===== config.mk =====
export PLATFORM = sky130hd
export DESIGN_NAME = div_unit
export DESIGN_NICKNAME = d
export VERILOG_FILES = /design/src/rtl/div_unit_pkg.sv /design/src/rtl/div_step.sv /design/src/rtl/div_unit.sv
export SDC_FILE = /design/constraint.sdc
export NUM_CORES = 1
export LEC_CHECK = 0
export ABC_AREA = 1
export ABC_CLOCK_PERIOD_IN_PS = 4100
export CAP_MARGIN = 30
export CORE_MARGIN = 10
export CORE_UTILIZATION = 55
export CTS_CLUSTER_SIZE = 30
export DETAILED_ROUTE_END_ITERATION = 12
export PLACE_DENSITY = 0.78
export SYNTH_ARGS = -nofsm -noshare
export SYNTH_HDL_FRONTEND = slang
export SYNTH_SLANG_ARGS = --single-unit
export TNS_END_PERCENT = 1

===== constraint.sdc =====
create_clock -name clk -period 4.1 [get_ports clk]
set_input_delay 0.41 -clock clk [delete_from_list [all_inputs] [get_ports clk]]
set_output_delay 0.41 -clock clk [all_outputs]
set_load 0.02 [all_outputs]

===== src/rtl/div_unit_pkg.sv =====
// Shared definitions for the radix-2 restoring divider: state encoding and width defaults.
package div_unit_pkg;

  localparam int unsigned DIV_WIDTH = 32;
  localparam int unsigned DIV_CNT_W = $clog2(DIV_WIDTH);

  typedef enum logic [1:0] {
    ST_IDLE   = 2'd0,
    ST_BYZERO = 2'd1,
    ST_DIVIDE = 2'd2,
    ST_DONE   = 2'd3
  } div_state_e;

endpackage


===== src/rtl/div_step.sv =====
// One restoring-division iteration: shift in the next dividend bit, trial-subtract the divisor.
module div_step
  import div_unit_pkg::*;
#(
  parameter int unsigned WIDTH = DIV_WIDTH
) (
  input  logic [WIDTH-1:0] partial_rem,
  input  logic [WIDTH-1:0] divisor,
  input  logic             next_bit,
  output logic [WIDTH-1:0] new_rem,
  output logic             q_bit
);

  logic [WIDTH:0] shifted;
  logic [WIDTH:0] trial;

  // partial_rem < divisor, so the trial's top bit is a reliable borrow flag.
  always_comb begin
    shifted = {partial_rem, next_bit};
    trial   = shifted - {1'b0, divisor};
    q_bit   = ~trial[WIDTH];
    new_rem = q_bit ? trial[WIDTH-1:0] : shifted[WIDTH-1:0];
  end

endmodule


===== src/rtl/div_unit.sv =====
// Multi-cycle signed/unsigned divider producing {remainder, quotient} for HILO.
// Optional DIV_ZERO_FLAG_EN adds a registered dz_flag output marking divide-by-zero results.
module div_unit
  import div_unit_pkg::*;
#(
  parameter int unsigned WIDTH = DIV_WIDTH
) (
  input  logic               clk,
  input  logic               reset,
  input  logic               start,
  input  logic               annul,
  input  logic               signed_div,
  input  logic [WIDTH-1:0]   opdata1,
  input  logic [WIDTH-1:0]   opdata2,
  output logic [2*WIDTH-1:0] result,
  output logic               ready
`ifdef DIV_ZERO_FLAG_EN
  ,
  output logic               dz_flag
`endif
);

  localparam int unsigned CntW = (WIDTH == DIV_WIDTH) ? DIV_CNT_W : $clog2(WIDTH);
  localparam logic [CntW-1:0] LastCnt = CntW'(WIDTH - 1);

  div_state_e       state;
  logic [CntW-1:0]  counter;
  logic [WIDTH-1:0] rem_q;
  logic [WIDTH-1:0] dvd_q;
  logic [WIDTH-1:0] dvs_q;
  logic             sign_q;
  logic             sign_r;

  logic             neg1, neg2;
  logic [WIDTH-1:0] mag1, mag2;
  logic [WIDTH-1:0] step_rem;
  logic             step_bit;
  logic [WIDTH-1:0] quo_raw, quo_fix, rem_fix;

  always_comb begin
    neg1    = signed_div & opdata1[WIDTH-1];
    neg2    = signed_div & opdata2[WIDTH-1];
    mag1    = neg1 ? -opdata1 : opdata1;
    mag2    = neg2 ? -opdata2 : opdata2;
    // The dividend register fills with quotient bits as its MSBs shift out.
    quo_raw = {dvd_q[WIDTH-2:0], step_bit};
    quo_fix = sign_q ? -quo_raw : quo_raw;
    rem_fix = sign_r ? -step_rem : step_rem;
  end

  div_step #(
    .WIDTH(WIDTH)
  ) u_step (
    .partial_rem(rem_q),
    .divisor    (dvs_q),
    .next_bit   (dvd_q[WIDTH-1]),
    .new_rem    (step_rem),
    .q_bit      (step_bit)
  );

  always_ff @(posedge clk) begin
    if (!reset) begin
      state   <= ST_IDLE;
      ready   <= 1'b0;
      result  <= '0;
      counter <= '0;
      rem_q   <= '0;
      dvd_q   <= '0;
      dvs_q   <= '0;
      sign_q  <= 1'b0;
      sign_r  <= 1'b0;
`ifdef DIV_ZERO_FLAG_EN
      dz_flag <= 1'b0;
`endif
    end else begin
      unique case (state)
        ST_IDLE: begin
          ready <= 1'b0;
          if (start && !annul) begin
            dvd_q   <= mag1;
            dvs_q   <= mag2;
            rem_q   <= '0;
            sign_q  <= neg1 ^ neg2;
            sign_r  <= neg1;
            counter <= '0;
            state   <= (opdata2 == '0) ? ST_BYZERO : ST_DIVIDE;
          end
        end
        ST_BYZERO: begin
          if (annul) begin
            state <= ST_IDLE;
            ready <= 1'b0;
          end else begin
            result <= '0;
            ready  <= 1'b1;
`ifdef DIV_ZERO_FLAG_EN
            dz_flag <= 1'b1;
`endif
            state  <= ST_DONE;
          end
        end
        ST_DIVIDE: begin
          if (annul) begin
            state <= ST_IDLE;
            ready <= 1'b0;
          end else begin
            rem_q   <= step_rem;
            dvd_q   <= quo_raw;
            counter <= counter + 1'b1;
            if (counter == LastCnt) begin
              result <= {rem_fix, quo_fix};
              ready  <= 1'b1;
`ifdef DIV_ZERO_FLAG_EN
              dz_flag <= 1'b0;
`endif
              state  <= ST_DONE;
            end
          end
        end
        ST_DONE: begin
          if (annul || !start) begin
            state <= ST_IDLE;
            ready <= 1'b0;
`ifdef DIV_ZERO_FLAG_EN
            dz_flag <= 1'b0;
`endif
          end
        end
        default: state <= ST_IDLE;
      endcase
    end
  end

endmodule


### Yosys cells after proc, flatten, opt, wreduce, memory -nomap -nowiden

Index checks and enable logic that the tools add are counted.

* $add $sub $neg: 6
* mux-type cells: 30
* equality and inequality tests: 10
* reductions and logical operators: 13
* bitwise logic cells: 4

Operators with widths (number)
* 2-to-1 mux 32 bit: 9
* 2-to-1 mux 64 bit: 3
* negation 32 bit: 4
* case mux 32 bit (2 select lines): 2
* case mux 64 bit (2 select lines): 1
* subtractor 33 x 32 -> 33 bit: 1
* zero test 32 bit: 1
* 2-to-1 mux 2 bit: 6
* 2-to-1 mux 5 bit: 2
* != test 2 bit, second input constant: 5
* case mux 5 bit (2 select lines): 1
* case mux 2 bit (4 select lines): 1
* AND reduction 3 bit: 2
* adder 5 x 1 -> 5 bit, second input constant: 1
* equality test 5 bit, second input constant: 1
* equality test 2 bit, second input constant: 2
* 2-to-1 mux 1 bit: 4
* case mux 1 bit (4 select lines): 1
* AND reduction 2 bit: 2
* AND reduction 4 bit: 1
* nonzero test 2 bit: 2
* != test 3 bit, second input constant: 1
* AND 1 bit: 2
* equality test 2 x 1 -> 1 bit, second input constant: 1
* 6 further kinds: 7

* input port bits: 69
* logic and storage cells: 72
* bits in registers: 170

### Longest topological paths before layout

Gate-level depths: netlist of run 1.

* depth in word-level cells: 7
* mapped depth: 30
* mapped depth without buffers: 29

### Cells and area by module

From an unflattened synthesis of run 1, not the netlist that was laid out.

* cell total of the unflattened synthesis: 2292
* area total of the unflattened synthesis: 13320.3 µm²

By module, submodules not included
* div_unit: seq. area each 3403.3 µm², area an instance 10157.2 µm², cells an instance 1609, times used 1
* div_step: seq. area each 0.0 µm², area an instance 3163.0 µm², cells an instance 683, times used 1

### Worst setup path after synthesis of run 1

No wires, ideal clock.

* kind: register to register
* from: register dvd_q[31]
* to: register result[30]
* arrival: 3538 ps
* required time: 4030 ps
* library setup time: 70 ps
* clock period less this slack: 3609 ps
* slack: 491 ps
* cell stages (with the launch flop): 29
* path buffers: 1
* cells stage by stage: dfxtp_1 -> inv_1 -> ha_1 -> inv_1 -> fa_1 -> nand2_1 -> nand2_1 -> nand3_1 -> nand2_2 -> nand2_2 -> nand2_2 -> nand2_4 -> nand3_2 -> nand2_4 -> buf_8 -> ha_1 -> nand3_1 -> nor3_1 -> nand3_1 -> nor3_1 -> inv_1 -> nor2_1 -> inv_1 -> nor2_1 -> nand2_1 -> o21ai_0 -> xor2_1 -> nand2_1 -> a21oi_1

* word-level cells in the longest chain between the ends: 7

Ends and longest elaborated chain
* start: declaration: RTL line div_unit.sv:29 `logic [WIDTH-1:0] dvd_q;`
* start signal: assignment: RTL line div_unit.sv:80 `dvd_q <= mag1;`
* start signal: assignment: RTL line div_unit.sv:108 `dvd_q <= quo_raw;`
* subtractor 33 x 32 -> 33 bit: RTL line div_step.sv:20 `trial = shifted - {1'b0, divisor};`
* inverter 1 bit: RTL line div_step.sv:21 `q_bit = ~trial[WIDTH];`
* negation 32 bit: RTL line div_unit.sv:47 `quo_fix = sign_q ? -quo_raw : quo_raw;`
* 2-to-1 mux 32 bit: RTL line div_unit.sv:47
* 2-to-1 mux 64 bit: RTL line div_unit.sv:110 `if (counter == LastCnt) begin`
* 2-to-1 mux 64 bit: RTL line div_unit.sv:103 `if (annul) begin`
* case mux 64 bit (2 select lines): RTL line div_unit.sv:76 `unique case (state)`
* end signal: assignment: RTL line div_unit.sv:111 `result <= {rem_fix, quo_fix};`
* end: declaration: RTL line div_unit.sv:15 `output logic [2*WIDTH-1:0] result,`

No other way between the ends. The select of a mux whose other input is x is not followed.
A chain may end at the register's enable or synchronous reset.

### Worst setup path after layout of run 1

* from: register dvd_q[31]
* to: register result[24]

Same word-level chain as after synthesis.

==> results of run 1 <==
[Yosys cell counts, types with 4 or more instances]
cell,number,area share [%]
nor2_2,9,0.44
o21ai_0,149,5.9
a21oi_1,215,8.5
nand4_1,20,0.99
nand3_1,129,5.1
nand2_2,31,1.5
nor4_1,10,0.49
o31ai_1,5,0.30
buf_6,6,0.53
nor2_1,147,4.3
xor2_1,38,2.6
and2_1,7,0.34
nor3_1,21,0.83
nand2_4,8,0.71
nor2_4,4,0.35
buf_1,4,0.12
inv_1,308,9.1
dfxtp_1,170,27
clkbuf_1,61,1.8
inv_2,4,0.12
nand3b_1,9,0.53
clkinv_1,4,0.12
nand3_2,5,0.39
nand2_1,602,18
o211ai_1,10,0.59
a31oi_1,6,0.30
xnor2_1,28,1.9
ha_1,43,4.2
a21o_1,4,0.24
o21ai_1,11,0.43
[registers in the layout, summed over array words and instances, names as in the netlist]
name     count
sign_r       1
rem_q       32
result      64
dvd_q       32
state        2
sign_q       1
counter      5
dvs_q       32
ready        1
[final timing paths]
kind / start / endpoint / slack (ns) / cells past startpoint
worst max-delay path: dvd_q[31]$_SDFFE_PN0P_ / result[24]$_SDFFE_PN0P_ / 0.35 / 28
worst min register to register: result[59]$_SDFFE_PN0P_ / result[59]$_SDFFE_PN0P_ / 0.46 / 2
worst min-delay path: result[59]$_SDFFE_PN0P_ / result[59]$_SDFFE_PN0P_ / 0.46 / 2
worst max register to register: dvd_q[31]$_SDFFE_PN0P_ / result[24]$_SDFFE_PN0P_ / 0.35 / 28
[worst max-delay path: cells and delay by family, from the launching register on]
| kind | cells | cell delay [ns] |
|---|---|---|
| simple gates | 16 | 1.82 |
| fa+ha+maj | 3 | 0.67 |
| buf+inv | 5 | 0.40 |
| compound gates | 4 | 0.40 |
| flops | 1 | 0.32 |
[per-stage QoR]
step / area [um2] / utilization (%) / cells
2_1_floorplan: 12700 / - / 2103
3_3_place_gp: 14200 / 62.54 / 2463
3_5_place_dp: 14200 / 62.54 / 2463
4_1_cts: 14770 / 65.04 / 2494
5_1_grt: 14810 / 65.22 / 2495
6_report: 14810 / 65.22 / 2495
[what timing repair did]
item                                    4_1_cts  5_1_grt
buffers inserted                              0        1
resized for setup                             0       11
endpoints found under the hold margin         0        0
endpoints found under the setup margin        0        8
[power by group]
group	internal [mW]	switching, mW	leakage, nW
combinational	1.12	2.44	5.29
clock	0.852	0.755	0.272
sequential	1.83	0.167	1.38
[area by class of cell]
| cell class | count | area [um2] | area share, % |
|---|---|---|---|
| Inverter | 316 | 1189 | 8.025 |
| Timing Repair Buffer | 153 | 1481 | 10.00 |
| Clock buffer | 18 | 429.2 | 2.897 |
| Tap cell | 285 | 356.6 | 2.408 |
| Sequential cell | 170 | 3403 | 22.98 |
| Clock inverter | 13 | 138.9 | 0.9377 |
| Multi-Input combinational cell | 1540 | 7814 | 52.75 |
[cells by family (layout without fill, tap and decap cells)]
logic type / Yosys count / in the layout / share of synthesized area, %
AO/OA/AOI/OAI: 417 / 417 / 17.40
flip-flops: 170 / 170 / 26.80
adder cells (fa/ha/maj): 44 / 44 / 4.395
AND/OR/NAND/NOR: 1013 / 1013 / 34.64
buffers and inverters: 393 / 500 / 12.21
XOR/XNOR: 66 / 66 / 4.553
[per-layer routing]
| metal | share of wire (%) | wire length [um] |
|---|---|---|
| met5 | 0 | 0 |
| met4 | 2.5 | 1009 |
| met3 | 6.8 | 2732 |
| met2 | 48 | 19240 |
| met1 | 43 | 17430 |
==> metrics.md, run 1 <==
| Metric | Value |
|---|---|
| Clock-pin slew on the worst setup and hold paths | 0.07 ns |
| Post-synth top flop | dfxtp_1 |
| Netlist cell types | between 50 and 60 |
| Final setup fails | 0 |
| Worst-path fanout max | 4 |
| Fin nets | 2311 |
| Initial Util | between 50 and 60% |
| PnR Total Power | roughly 7.2 mW |
| Die W | roughly 170 um |
| Gr ovfl total | 0 |
| Seq cells post-synth | between 150 and 200 |
| Die Y | 171.9 um |
| Antenna cell count | 0 |
| Pwr dens | 483.8 nW/um2 |
| Min setup slack post-route | roughly 0.35 ns |
| Fin. Hold Viols | 0 |
| Met2 Use GR | between 40% and 50% |
| Syn Inst Count | approximately 2100 |
| Async SR Flop Fraction | 0% |
| Worst-Margin Slew | ~0.98 ns |
| CTS Root Cell | clkbuf_16 |
| Critical Path Max Stage Delay | roughly 0.36 ns |
| Nature of the critical path endpoint | flop |
| Worst setup SP type | flop |
| CTS tree | done |
| Post-route minimum period | approximately 3.8 ns |
| Initial antenna violation count | 0 |
| Layout cells sized above 1 | about 6.2% |
| Cts-stage hold buffer count | 0 |
| I/O pins | between 100 and 150 |
| Sequential fraction of the synthesis area | between 20% and 30% |
| Most used routing layer in global routing | met2 |
| Die ar. | a little under 30000 um2 |
| Row count | between 50 and 60 |
| Hpwl dp | about 31000 um |
| Final Skew | approximately 0.014 ns |
| Worst rel slew slack | 34.59% |
| Largest net degree at the start of global routing | a little under 90 |
| Vias in the first global route | between 10000 and 15000 |
| Num CTS Buffers | 17 |
| Clk sinks | 170 |
| GP Congestion | approximately 1 |
| Hold_ws | between 0.4 and 0.5 ns |
| 1st-iter DRT viols | 1356 |
| Drt drc | 0 |
| CP Class | reg -> reg |
| H-tree depth | 4 |
| Fmax | ~270 MHz |
| Synth warn | 0 |
| Most frequent cells in the layout | nand2_1, inv_1, a21oi_1 |
| Period utilization | roughly 92% |
| CORE AREA | roughly 23000 um2 |
| Setup TNS | 0 ns |
| Vias per inst | about 5.5 |
| Outcome | finished, final reports clean |
| Unrepaired setup endpoints after global routing | no |
| First-pass GRT wire length | between 60000 and 70000 um |
| Vias | between 10000 and 15000 |
| Filler instances | between 2000 and 2500 |
| CTS max path bufs | 2 |
| Pre-CTS setup slack | 0.1173 ns |
| Mapped cell area | 12700 um2 |
| P_leak | between 6 and 7 nW |
| Port Buffers | between 100 and 150 |
| Maximum vdd drop | 0.0004788 V |
| Mapped Avg Cell Area | between 6 and 7 um2 |
| GRT Util Overall | between 20 and 30% |
| First-pass DRT Iterations | 6 |
| Slowest-stage cell, CP | fa_2 |
| GR Util met1 | 34.87% |
| Worst EP required | about 4.4 ns |
| Final Max Tran Viols | 0 |
| Hold/Removal Path Class | reg -> reg |
| Max cap viols | 0 |
| Arr. time, crit path | ~4 ns |
| Most common cell after layout, fill and taps aside | nand2_1 |
| Clk_lat worst skew | about 0.44 ns |
| Area grow syn2layout | 16.65% |
| Most frequent cell on the critical path | inv_1 |
| ANT nets after route | 0 |
| EDFF count, synth | 0 |
| Met3 GRT Util | 3.671% |
| Post-Syn Nets | 2216 |
| Avg WL per Cell | roughly 16 um |
| Final wirelength | 40410 um |
No activity file was read; power rests on OpenSTA's default activity.
==> inputs of run 2 (changes only) <==
- ABC_CLOCK_PERIOD_IN_PS: 4100 -> 4700
- CORE_ASPECT_RATIO: default -> 1.25
- MAX_ROUTING_LAYER: default -> met4
- clock period: 4.1 -> 4.7 ns (I/O delays scaled with it)
==> run 2 against run 1 <==
Net effect: wire length increased by 5.3%; die area up 0.13%; count of clock-buffer cells in the layout increased by 1; sequential share of layout area barely moved; fmax decreased by 8.9%; worst setup slack improved by 0.23 ns; clock skew grew 0.00068 ns; largest power group unchanged; highest routed layer unchanged; total power fell by 11%; register-to-register slack gained 0.23 ns.
==> metrics.md, run 2 (synthesized netlist as in run 1, its figures left out) <==
| Metric | Value |
|---|---|
| Setup TNS | 0 ns |
| Period utilization | between 80% and 90% |
| 1st-iter DRT viols | 1205 |
| Largest net degree at the start of global routing | 80 |
| Gr ovfl total | 0 |
| Hpwl dp | 33150 um |
| Clk sinks | 170 |
| Hold_ws | between 0.4 and 0.5 ns |
| Final core occ | 64.68% |
| Vias in the first global route | 13044 |
| Die W | 155.9 um |
| CP Class | reg -> reg |
| Delay-heaviest family, CP | simple AND/OR/NAND/NOR gates |
| Hold path cells | 2 |
| Most common cell after layout, fill and taps aside | nand2_1 |
| R2R Path End | result[26]$_SDFFE_PN0P_ |
| Worst setup SP type | flop |
| CTS tree | done |
| Hold Path Sink | result[27]$_SDFFE_PN0P_ |
| Final setup fails | 0 |
| Pre-CTS setup slack | approximately 0.52 ns |
| Outcome | finished, final reports clean |
| CORE AREA | ~23000 um2 |
| Hold/Removal Path Class | reg -> reg |
| P_leak | between 6 and 7 nW |
| Most frequent cells in the layout | nand2_1, inv_1, a21oi_1 |
| Vias | between 10000 and 15000 |
| Port Buffers | 133 |
| Row count | slightly above 60 |
| CTS max path bufs | 2 |
| CP bufs+invs | 4 |
| Num CTS Buffers | 17 |
| Min setup slack post-route | between 0.5 and 0.6 ns |
| Arr. time, crit path | ~4.5 ns |
| Pwr dens | approximately 430 nW/um2 |
| Antenna cell count | 0 |
| Maximum vdd drop | 0.0002890 V |
| Slowest-stage cell, CP | fa_1 |
| Worst-path fanout max | 11 |
| H-tree depth | 4 |
| Max cap viols | 0 |
| GRT Util Overall | between 20 and 30% |
| Postcts setup bufs | 0 |
| Unrepaired setup endpoints after global routing | no |
| I/O pins | 134 |
| Vias per inst | between 5 and 6 |
| GP Congestion | 1.039 |
| Drt drc | 0 |
| Worst EP required | 5.07 ns |
| Critical Path Max Stage Delay | about 0.40 ns |
| Final wirelength | ~43000 um |
| Max reg flops | 64 |
| Worst-Margin Slew | 0.8363 ns |
| Clk_lat worst skew | approximately 0.45 ns |
| Initial antenna violation count | 0 |
| Most flop-heavy register | result |
| Register-to-register setup slack | 0.58 ns |
| R2R Path Start | dvd_q[31]$_SDFFE_PN0P_ |
| Fin. Hold Viols | 0 |
| Worst rel slew slack | around 44% |
| Final Max Tran Viols | 0 |
| Nature of the critical path endpoint | flop |
| Final Skew | between 0.01 and 0.015 ns |
| ANT nets after route | 0 |
| Clock-pin slew on the worst setup and hold paths | approximately 0.070 ns |
| Avg WL per Cell | approximately 17 um |
| Die Y | 189.9 um |
| Register-to-Register Path Depth | 27 |
| Die ar. | 29600 um2 |
| Layout cells sized above 1 | about 5.7% |
| First-pass GRT wire length | 67750 um |
| Post-route minimum period | between 4 and 5 ns |
| Hold Path Origin | result[27]$_SDFFE_PN0P_ |
| CTS Root Cell | clkbuf_16 |
| Area grow syn2layout | 16.57% |
| Fin nets | about 2300 |
| Fmax | roughly 240 MHz |
| Initial Util | roughly 55% |
| First-pass DRT Iterations | 9 |
[run 2: final cells by class]
cell class / instances / area, um2
Timing Repair Buffer: 146 / 1461
Sequential cell: 170 / 3403
Fill cell: 2245 / 8083
Clock buffer: 19 / 442.9
Tap cell: 288 / 360.3
Clock inverter: 13 / 155.1
Multi-Input combinational cell: 1540 / 7790
Inverter: 316 / 1189
[run 2: routing by layer]
metal	global-route usage (%)	wire, um
met1	32.52	17080
met2	50.47	21590
met3	3.796	1875
met4	14.55	1987
met5	-	0
[run 2: what timing repair did]
| item | in CTS | in global routing |
|---|---|---|
| hold buffers | 0 | 0 |
| resized for setup | 0 | 2 |
| setup endpoints to repair | 0 | 4 |
[run 2: per-stage QoR]
step / total power [mW] / instances / area (um2)
global placement: 4.796 / 2459 / 14170
global route: 6.815 / 2492 / 14800
detailed placement: 4.822 / 2460 / 14190
floorplan: 3.991 / 2103 / 12700
finish: 6.350 / 2492 / 14800
CTS: 6.288 / 2492 / 14790
[run 2: worst max path at each step]
stage / start / to / slack, ns / cells after the start
CTS: dvd_q[31]$_SDFFE_PN0P_ / result[26]$_SDFFE_PN0P_ / 0.45 / 27
global placement: dvd_q[31]$_SDFFE_PN0P_ / result[26]$_SDFFE_PN0P_ / 0.65 / 27
floorplan: dvd_q[31]$_SDFFE_PN0P_ / result[30]$_SDFFE_PN0P_ / 1.09 / 28
detailed placement: dvd_q[31]$_SDFFE_PN0P_ / result[24]$_SDFFE_PN0P_ / 0.52 / 28
finish: dvd_q[31]$_SDFFE_PN0P_ / result[26]$_SDFFE_PN0P_ / 0.58 / 27
global route: dvd_q[31]$_SDFFE_PN0P_ / result[24]$_SDFFE_PN0P_ / 0.08 / 28
[run 2: worst reg2reg max path: stages, from the launching register on]
cell	delay (ns)
dfxtp_1	0.31
inv_1	0.07
ha_1	0.13
inv_1	0.07
fa_1	0.40
nand2_1	0.10
nand2_1	0.08
nand3_1	0.10
nand2_2	0.09
nand2_2	0.09
nand2_2	0.07
nand2_4	0.09
nand3_2	0.23
nand2_4	0.15
ha_1	0.19
nand3_1	0.12
nor3_2	0.19
nand3_1	0.15
nor3_2	0.15
inv_1	0.07
nor2_1	0.18
inv_1	0.08
nor2_1	0.17
nand2_1	0.12
o21ai_0	0.24
xor2_1	0.20
nand2_1	0.07
a21oi_1	0.13
[run 2: report_power, final]
part | switching [mW] | internal (mW) | total [mW] | leakage (nW)
Sequential | 0.164 | 1.60 | 1.76 | 1.38
Combinational | 2.15 | 0.958 | 3.11 | 5.27
Clock | 0.665 | 0.813 | 1.48 | 0.294
==> inputs of run 3 (changes only) <==
- CTS_CLUSTER_DIAMETER: default -> 200
==> results of run 3 <==
No change in the layout: final DEF, timing and power equal those of run 2.
